`config.mk`:
```
export PLATFORM = sky130hd
export DESIGN_NAME = ldtu_bsl_estimator_flat
export DESIGN_NICKNAME = d
export VERILOG_FILES = /design/src/rtl/ldtu_bsl_estimator_if.sv /design/src/rtl/ldtu_bsl_estimator.sv /design/src/flat_wrapper.sv
export SDC_FILE = /design/constraint.sdc
export NUM_CORES = 1
export LEC_CHECK = 0
export ABC_AREA = 1
export BUFFER_PORTS_ARGS = -buffer_cell sky130_fd_sc_hd__buf_4
export CELL_PAD_IN_SITES_DETAIL_PLACEMENT = 1
export CELL_PAD_IN_SITES_GLOBAL_PLACEMENT = 1
export CORE_MARGIN = 10
export CORE_UTILIZATION = 30
export DETAILED_ROUTE_END_ITERATION = 6
export PLACE_DENSITY_LB_ADDON = 0.1
export SLEW_MARGIN = 25
export SYNTH_ARGS = -nofsm -noshare
export SYNTH_HDL_FRONTEND = slang
export SYNTH_SLANG_ARGS = --single-unit
```
`constraint.sdc`:
```
create_clock -name DCLK -period 3.3 [get_ports DCLK]
set_clock_uncertainty 0.15 [all_clocks]
set_input_delay 0.495 -clock DCLK [delete_from_list [all_inputs] [get_ports DCLK]]
set_output_delay 0.495 -clock DCLK [all_outputs]
set_load 0.02 [all_outputs]
```
`src/rtl/ldtu_bsl_estimator_if.sv`:
```
// Control and data bundle between the pedestal estimator and its
// controller: run control and raw samples in, baseline and status out.
interface ldtu_bsl_estimator_if #(
  parameter int Nbits_12 = 12,
  parameter int Nbits_8  = 8
);
  logic                start;
  logic                abort;
  logic [Nbits_12-1:0] DATA12;
  logic [Nbits_8-1:0]  BSL_VAL;
  logic                bsl_done;
  logic                bsl_err;
  logic                bsl_sat;
  logic                busy;

  modport master (
    output start, abort, DATA12,
    input  BSL_VAL, bsl_done, bsl_err, bsl_sat, busy
  );

  modport slave (
    input  start, abort, DATA12,
    output BSL_VAL, bsl_done, bsl_err, bsl_sat, busy
  );
endinterface

```
`src/rtl/ldtu_bsl_estimator.sv`:
```
// Automatic pedestal estimator for one LiTe-DTU channel: skips settling
// samples, averages 2^LOG2_NSAMP raw samples, publishes a rounded 8-bit baseline.
module ldtu_bsl_estimator #(
  parameter int Nbits_12   = 12,
  parameter int Nbits_8    = 8,
  parameter int LOG2_NSAMP = 4,
  parameter int NSKIP      = 2,
  parameter int MAX_SPREAD = 16
) (
  input  logic                  DCLK,
  input  logic                  rst,
  ldtu_bsl_estimator_if.slave   bus
);

  localparam int ACC_W = Nbits_12 + LOG2_NSAMP;
  localparam logic [ACC_W-1:0]    ROUND_HALF = ACC_W'(1) << (LOG2_NSAMP - 1);
  localparam logic [ACC_W-1:0]    BSL_MAX    = ACC_W'((1 << Nbits_8) - 1);
  localparam logic [3:0]          SKIP_LAST  = 4'((NSKIP > 0) ? NSKIP - 1 : 0);
  localparam logic [Nbits_12-1:0] SPREAD_LIM = Nbits_12'(MAX_SPREAD);

  typedef enum logic [1:0] {
    S_IDLE,
    S_SKIP,
    S_ACCUM,
    S_DONE
  } state_t;

  localparam state_t FIRST_STATE = (NSKIP == 0) ? S_ACCUM : S_SKIP;

  state_t                r_state;
  state_t                w_next_state;
  logic [3:0]            r_skip_cnt;
  logic [LOG2_NSAMP-1:0] r_samp_cnt;
  logic [ACC_W-1:0]      r_acc;
  logic [Nbits_12-1:0]   r_min;
  logic [Nbits_12-1:0]   r_max;
  logic [Nbits_8-1:0]    r_bsl_val;
  logic                  r_bsl_done;
  logic                  r_bsl_err;
  logic                  r_bsl_sat;

  logic                  w_start_run;
  logic                  w_publish;
  logic                  w_last_samp;
  logic [ACC_W-1:0]      w_mean;
  logic [Nbits_12-1:0]   w_spread;

  assign w_start_run = (r_state == S_IDLE) && bus.start && !bus.abort;
  assign w_publish   = (r_state == S_DONE) && !bus.abort;
  assign w_last_samp = &r_samp_cnt;
  // Accumulator headroom guarantees acc + N/2 cannot wrap before the shift.
  assign w_mean      = (r_acc + ROUND_HALF) >> LOG2_NSAMP;
  assign w_spread    = r_max - r_min;

  // NOTE: sequential state uses non-blocking assignments so every register
  // samples the pre-edge values of its peers, independent of statement order.
  always_ff @(posedge DCLK or posedge rst) begin
    if (rst) r_state <= S_IDLE;
    else     r_state <= w_next_state;
  end

  // NOTE: next state gets its default before the case so no path leaves it
  // unassigned, which would otherwise infer a latch.
  always_comb begin
    w_next_state = r_state;
    case (r_state)
      S_IDLE:  if (w_start_run) w_next_state = FIRST_STATE;
      S_SKIP: begin
        if (bus.abort)                     w_next_state = S_IDLE;
        else if (r_skip_cnt == SKIP_LAST)  w_next_state = S_ACCUM;
      end
      S_ACCUM: begin
        if (bus.abort)        w_next_state = S_IDLE;
        else if (w_last_samp) w_next_state = S_DONE;
      end
      S_DONE:  w_next_state = S_IDLE;
      default: w_next_state = S_IDLE;
    endcase
  end

  always_ff @(posedge DCLK or posedge rst) begin
    if (rst) begin
      r_skip_cnt <= '0;
      r_samp_cnt <= '0;
      r_acc      <= '0;
      r_min      <= '0;
      r_max      <= '0;
      r_bsl_val  <= '0;
      r_bsl_done <= 1'b0;
      r_bsl_err  <= 1'b0;
      r_bsl_sat  <= 1'b0;
    end else begin
      r_bsl_done <= w_publish;
      case (r_state)
        S_IDLE: begin
          if (w_start_run) begin
            r_skip_cnt <= '0;
            r_samp_cnt <= '0;
            r_acc      <= '0;
            r_min      <= '1;
            r_max      <= '0;
          end
        end
        S_SKIP: begin
          if (!bus.abort) r_skip_cnt <= r_skip_cnt + 4'd1;
        end
        S_ACCUM: begin
          if (!bus.abort) begin
            r_acc      <= r_acc + ACC_W'(bus.DATA12);
            r_samp_cnt <= r_samp_cnt + 1'b1;
            if (bus.DATA12 < r_min) r_min <= bus.DATA12;
            if (bus.DATA12 > r_max) r_max <= bus.DATA12;
          end
        end
        S_DONE: begin
          if (w_publish) begin
            // A noisy run keeps the previously accepted baseline.
            if (w_spread > SPREAD_LIM) begin
              r_bsl_err <= 1'b1;
              r_bsl_sat <= 1'b0;
            end else if (w_mean > BSL_MAX) begin
              r_bsl_val <= BSL_MAX[Nbits_8-1:0];
              r_bsl_sat <= 1'b1;
              r_bsl_err <= 1'b0;
            end else begin
              r_bsl_val <= w_mean[Nbits_8-1:0];
              r_bsl_sat <= 1'b0;
              r_bsl_err <= 1'b0;
            end
          end
        end
        default: ;
      endcase
    end
  end

  assign bus.BSL_VAL  = r_bsl_val;
  assign bus.bsl_done = r_bsl_done;
  assign bus.bsl_err  = r_bsl_err;
  assign bus.bsl_sat  = r_bsl_sat;
  assign bus.busy     = (r_state != S_IDLE);

endmodule
```
`src/flat_wrapper.sv`:
```
// flat-port wrapper written by rule: the top's interface ports become plain ports
module ldtu_bsl_estimator_flat 
#(
  parameter int Nbits_12   = 12,
  parameter int Nbits_8    = 8,
  parameter int LOG2_NSAMP = 4,
  parameter int NSKIP      = 2,
  parameter int MAX_SPREAD = 16
)
  (DCLK, rst, bus_start, bus_abort, bus_DATA12, bus_BSL_VAL, bus_bsl_done, bus_bsl_err, bus_bsl_sat, bus_busy);
  ldtu_bsl_estimator_if #(.Nbits_12(Nbits_12), .Nbits_8(Nbits_8)) bus_i ();
  input  logic DCLK;
  input  logic rst;
  input wire logic [$bits(bus_i.start)-1:0] bus_start;
  input wire logic [$bits(bus_i.abort)-1:0] bus_abort;
  input wire logic [$bits(bus_i.DATA12)-1:0] bus_DATA12;
  output wire logic [$bits(bus_i.BSL_VAL)-1:0] bus_BSL_VAL;
  output wire logic [$bits(bus_i.bsl_done)-1:0] bus_bsl_done;
  output wire logic [$bits(bus_i.bsl_err)-1:0] bus_bsl_err;
  output wire logic [$bits(bus_i.bsl_sat)-1:0] bus_bsl_sat;
  output wire logic [$bits(bus_i.busy)-1:0] bus_busy;
  assign bus_i.start = bus_start;
  assign bus_i.abort = bus_abort;
  assign bus_i.DATA12 = bus_DATA12;
  assign bus_BSL_VAL = bus_i.BSL_VAL;
  assign bus_bsl_done = bus_i.bsl_done;
  assign bus_bsl_err = bus_i.bsl_err;
  assign bus_bsl_sat = bus_i.bsl_sat;
  assign bus_busy = bus_i.busy;
  ldtu_bsl_estimator #(.Nbits_12(Nbits_12), .Nbits_8(Nbits_8), .LOG2_NSAMP(LOG2_NSAMP), .NSKIP(NSKIP), .MAX_SPREAD(MAX_SPREAD)) u_core (.DCLK(DCLK), .rst(rst), .bus(bus_i));
endmodule
```
# Word-level counts from Yosys, hierarchy flattened

Cells that the tools add are included.

Register bits: 61
Input bits: 16
Output and inout port bits: 12

Add/subtract/negate cells: 5
$lt $le $gt $ge: 4
Eq/ne operators: 11
Muxes and demuxes: 26
Bitwise operators: 1
Reduce and logical (&&, ||, !) cells: 16

Operator list:

| kind                                                                             | number |
|---|---|
| 12-bit 2-to-1 mux                                                                | 6 |
| 12-bit case mux with 2 select lines                                              | 2 |
| 16-bit 2-to-1 mux                                                                | 2 |
| 16-bit case mux with 2 select lines                                              | 1 |
| 16-bit by 12-bit adder with 16-bit output                                        | 1 |
| 16-bit by 4-bit adder with 16-bit output, second input constant                  | 1 |
| 4-bit case mux with 2 select lines                                               | 2 |
| 12-bit greater-than comparator                                                   | 1 |
| 12-bit by 5-bit greater-than comparator with 1-bit output, second input constant | 1 |
| 12-bit by 8-bit greater-than comparator with 1-bit output, second input constant | 1 |
| 12-bit less-than comparator                                                      | 1 |
| 4-bit 2-to-1 mux                                                                 | 3 |
| 3-bit AND reduction                                                              | 4 |
| 4-bit AND reduction                                                              | 3 |
| 12-bit subtractor                                                                | 1 |
| 2-bit 2-to-1 mux                                                                 | 5 |
| 4-bit by 1-bit adder with 4-bit output, second input constant                    | 2 |
| 8-bit 2-to-1 mux                                                                 | 1 |
| 2-bit case mux with 4 select lines                                               | 1 |
| 2-bit by 1-bit != test with 1-bit output, second input constant                  | 3 |
| 3-bit by 2-bit != test with 1-bit output, second input constant                  | 2 |
| 2-bit nonzero test                                                               | 3 |
| 2-bit == test, second input constant                                             | 2 |
| 4-bit by 1-bit == test with 1-bit output, second input constant                  | 1 |
| other kinds (8)                                                                  | 13 |

# Logic depth before layout (Yosys ltp)

Depth in word-level cells: 5
Depth in mapped cells: 19
Depth with buffers taken out: 18

# Worst setup path after synthesis

No wires, ideal clock.

Path kind: reg-to-reg
Start point: reg u_core.r_max[0]
End point: reg u_core.r_bsl_val[2], in the netlist u_core.bus.BSL_VAL[2]
Arrival: 2010 ps
Path slack: 1019 ps
Stages on the path, launching flop included: 16
Buffers on the path: 1
Clock period less this slack: 2281 ps
Cells stage by stage: dfrtp_1 inv_1 ha_1 inv_1 fa_1 nand2_1 nand2_2 nand3_1 nand3_1 nand2_1 nand3_2 nor2_4 nand2_4 buf_6 nand2_1 o21ai_2

Word-level cells in the longest chain between the ends: 4

RTL lines:

| element                                                   | RTL line                  | RTL |
|---|---|---|
| start, declared                                           | ldtu_bsl_estimator.sv:36  | `logic [Nbits_12-1:0] r_max;` |
| start signal, assigned                                    | ldtu_bsl_estimator.sv:112 | `if (bus.DATA12 > r_max) r_max <= bus.DATA12;` |
| 12-bit subtractor                                         | ldtu_bsl_estimator.sv:53  | `assign w_spread = r_max - r_min;` |
| 12-bit by 5-bit greater-than comparator with 1-bit output | ldtu_bsl_estimator.sv:118 | `if (w_spread > SPREAD_LIM) begin` |
| 1-bit inverter (no line)                                  | n/a                       |  |
| 3-bit AND reduction (no line)                             | n/a                       |  |
| end signal, assigned                                      | ldtu_bsl_estimator.sv:122 | `r_bsl_val <= BSL_MAX[Nbits_8-1:0];` |
| end signal, assigned                                      | ldtu_bsl_estimator.sv:126 | `r_bsl_val <= w_mean[Nbits_8-1:0];` |
| end, declared                                             | ldtu_bsl_estimator.sv:37  | `logic [Nbits_8-1:0] r_bsl_val;` |

No other way between the ends.
A chain may end at the register's enable or synchronous reset.

# Worst setup path after layout

Start point: reg u_core.r_state[0]
End point: reg u_core.r_min[11]

Word-level cells in the longest chain between the ends: 5
Elaborated cells on any way between the ends: 10
Classes of those cells: 4 x eq/ne; 1 x mux; 5 x reduce/logical

RTL lines:

| element                                            | RTL line                                           | RTL |
|---|---|---|
| start, declared                                    | ldtu_bsl_estimator.sv:30                           | `state_t r_state;` |
| start signal, assigned                             | ldtu_bsl_estimator.sv:59                           | `else r_state <= w_next_state;` |
| 2-bit zero test                                    | ldtu_bsl_estimator.sv:48, ldtu_bsl_estimator.sv:94 |  |
| 1-bit logical AND (2 in a row)                     | ldtu_bsl_estimator.sv:48                           | `assign w_start_run = (r_state == S_IDLE) && bus.start && !bus.abort;` |
| 2-bit by 1-bit != test with 1-bit output (no line) | n/a                                                |  |
| 4-bit AND reduction (no line)                      | n/a                                                |  |
| end signal, assigned                               | ldtu_bsl_estimator.sv:111                          | `if (bus.DATA12 < r_min) r_min <= bus.DATA12;` |
| end, declared                                      | ldtu_bsl_estimator.sv:35                           | `logic [Nbits_12-1:0] r_min;` |

Parallel ways exist; a longest one is shown, timed or not.

==> summary.txt <==
Logic synthesis
  – Synth top area share: around a third
  – Post-synth top area cell: dfrtp_1
  – Post-Syn Instances: 670
  – Yosys warnings: 0
  – Synth cell count leaders: nand2_1 (185), inv_1 (97), dfrtp_1 (61), o21ai_0 (61), ha_1 (50)
  – Dominant synthesized flop cell: dfrtp_1
  – Syn avg cell area: about 7.1 um2
  – Post-synthesis sequential area ratio: between 30% and 40%
  – Yosys reg bits: 61
  – Post-Synthesis Cell Area: 4750 um2
  – Leading cell type by number of instances after synthesis: nand2_1
  – EDFF count, synth: 0
  – Synth area leaders: dfrtp_1 (32%), nand2_1 (15%), ha_1 (13%)
  – Syn nets: about 740
  – Count of cell types in the netlist: 37
  – Synth async-reset ratio: 100%

Worst setup path
  – Startpoint Class: register
  – R2R Setup Slk: approximately 0.53 ns
  – CP arrival: around 2.9 ns
  – Crit path buf inv count: 2
  – Critical Path RT: between 3 and 4 ns
  – CP Cell Sequence: nor2_4, nand2_2, inv_1, nor2_2, inv_2, nand2_1, o21ai_0
  – Slowest-stage cell, CP: dfrtp_1
  – Critical path type: reg2reg
  – Crit path max fanout: 24
  – Nature of the critical path endpoint: register
  – Top delay family on crit path: simple AND/OR/NAND/NOR gates
  – CP max stage delay: around 0.6 ns

Cells and area
  – N_diodes: 0
  – Nets: just under 800
  – Area Growth Syn to Fin: 15.3%
  – Layout cells sized above 1: 11.0%
  – Post-layout util: 35.6%
  – Cell Count, Final, Fillers Out: 917
  – Fillcell total: 1929

Floorplan
  – Rows: 45
  – Die width: 146 um
  – Placeable Area: 15400 um2
  – Die Area: 21300 um2
  – Die Height: approximately 150 um
  – Starting Density: 30.9%
  – IO Pins: 28

Placement
  – GPL Wtd Cong: 0.815
  – Number of port buffers: 27
  – Pre-CTS setup slack: roughly 0.49 ns
  – Placed insts: roughly 900
  – DP HPWL: ~12000 um

Detailed routing
  – Initial DRC Count: around 200
  – Vias: between 4k and 5k
  – Avg WL per Cell: roughly 16 um
  – DRC Markers: 0
  – DRT Pass-1 Iters: 5
  – Final ANT Viol Nets: 0
  – Via density: 4.85
  – Detailed Route WL: 14400 um

Clock tree
  – Total number of H-tree levels: 3
  – Clock Path Buffers: 2
  – Clk sinks: between 60 and 70
  – Clk pin slew, worst setup/hold paths: 0.05 ns
  – Worst skew pair latency: 0.34 ns
  – Root Buffer: clkbuf_16
  – Post-CTS Setup Inserts: 0
  – Hold_buf cts: 0
  – Number of buffers created by CTS: 9
  – TritonCTS clock tree: built
  – Post-CTS Resized: 0

Flow run
  – MaxCap Viol Count: 0

Global route
  – Largest net degree at the start of global routing: 35
  – Number of global-route vias before repair: a little under 5k
  – First-pass GRT wire length: approximately 25000 um
  – GRT Total Usage: 14.2%
  – Grt total ovfl: 0
  – Antenna violations before repair: 0

Timing
  – Relative slew slack: 52.4%
  – Final Max Tran Viols: 0
  – Endpoints failing setup: 0
  – Max frequency: 361 MHz
  – Period minus WS final: approximately 2.8 ns
  – Final count of hold timing violations: 0
  – Worst-margin pin slew: a little over 0.7 ns
  – Final period util: 83.9%
  – RSZ-0062 raised after global routing: false
  – Final WS setup: around 0.53 ns
  – Total Neg Setup Slack: 0 ns

Power
  – Maximum vdd drop: 0.268 mV
  – PwrDens: approximately 800 nW/um2
  – P_leak: 2.86 nW
  – Final Total Pwr: about 4.4 mW

Worst hold path
  – Min-Delay Path Class: in2async

Run status
  – Status: complete, no violations
-- metal layers --
layer / up-vias / part of all wire [%] / GRT usage (%) / wire (um)
met5: - / 0 / 0 / 0
met4: 0 / 1.4 / 4.10 / 200
met3: 12 / 1.9 / 2.83 / 278
met2: 31 / 51 / 25.0 / 7340
met1: 2159 / 46 / 17.0 / 6620
li1: 2246 / - / - / -
-- cells by family after synthesis --
family,Yosys count,synth area share [%]
adder cells (fa/ha/maj),52,14.0
buffers and inverters,116,9.46
XOR/XNOR,5,0.923
flip-flops,61,32.2
AND/OR/NAND/NOR,319,30.0
AO/OA/AOI/OAI,117,13.4
-- stage by stage --
stage | instance area (um2) | hold slack [ns]
floorplan | 4750 | 0.303
global placement | 5200 | 0.319
detailed placement | 5200 | 0.323
CTS | 5470 | 0.136
global route | 5470 | 0.172
finish | 5470 | 0.113
-- state kept, by name, indices dropped and copies added (netlist names), 2 cells and up --
| signal | count |
|---|---|
| u_core.bus.BSL_VAL | 8 |
| u_core.r_acc | 16 |
| u_core.r_max | 12 |
| u_core.r_min | 12 |
| u_core.r_samp_cnt | 4 |
| u_core.r_skip_cnt | 4 |
| u_core.r_state | 2 |
-- area by class of cell --
type	count	area, um2	share of cell area, %
clock buffer	15	268	4.89
clock inverter	1	5.00	0.0914
inverter	105	394	7.20
multi-input combinational	493	2770	50.6
sequential	61	1530	27.9
tap	211	264	4.82
timing repair buffer	31	245	4.48
-- placed cells by master (no fill, tap or decap), drive strengths merged --
cell type and instances:
fa 2, ha 50, a22o 2, o21a 1, xnor2 1, inv 105, o21bai 2, a21o 1
buf 31, nand2 193, nor2 51, dfrtp 61, a31oi 5, nand3 42, a21oi 37, clkinv 1
o22ai 1, nand3b 2, o211ai 1, or2 4, nand4 9, nor3 18, clkbuf 15, a32o 2
xor2 4, o21ai 65
-- report_power, final --
part	total [mW]	internal [mW]	switching [mW]
Combinational	2.26	0.790	1.47
Clock	0.891	0.549	0.342
Sequential	1.20	0.974	0.231
Total	4.36	2.31	2.05
-- path summary, 6_finish.rpt --
kind / end / cells after the start / from
worst min-delay path: u_core.r_skip_cnt[1] / 2 / rst
min in group DCLK: u_core.bus.bsl_done / 2 / bus_abort
worst max register to register: u_core.r_min[11] / 7 / u_core.r_state[0]
max in group asynchronous: u_core.bus.bsl_done / 3 / rst
worst min register to register: u_core.r_min[10] / 2 / u_core.r_min[10]
worst max-delay path: u_core.r_min[11] / 7 / u_core.r_state[0]
Note: power is estimated with default switching activity, not from simulation.
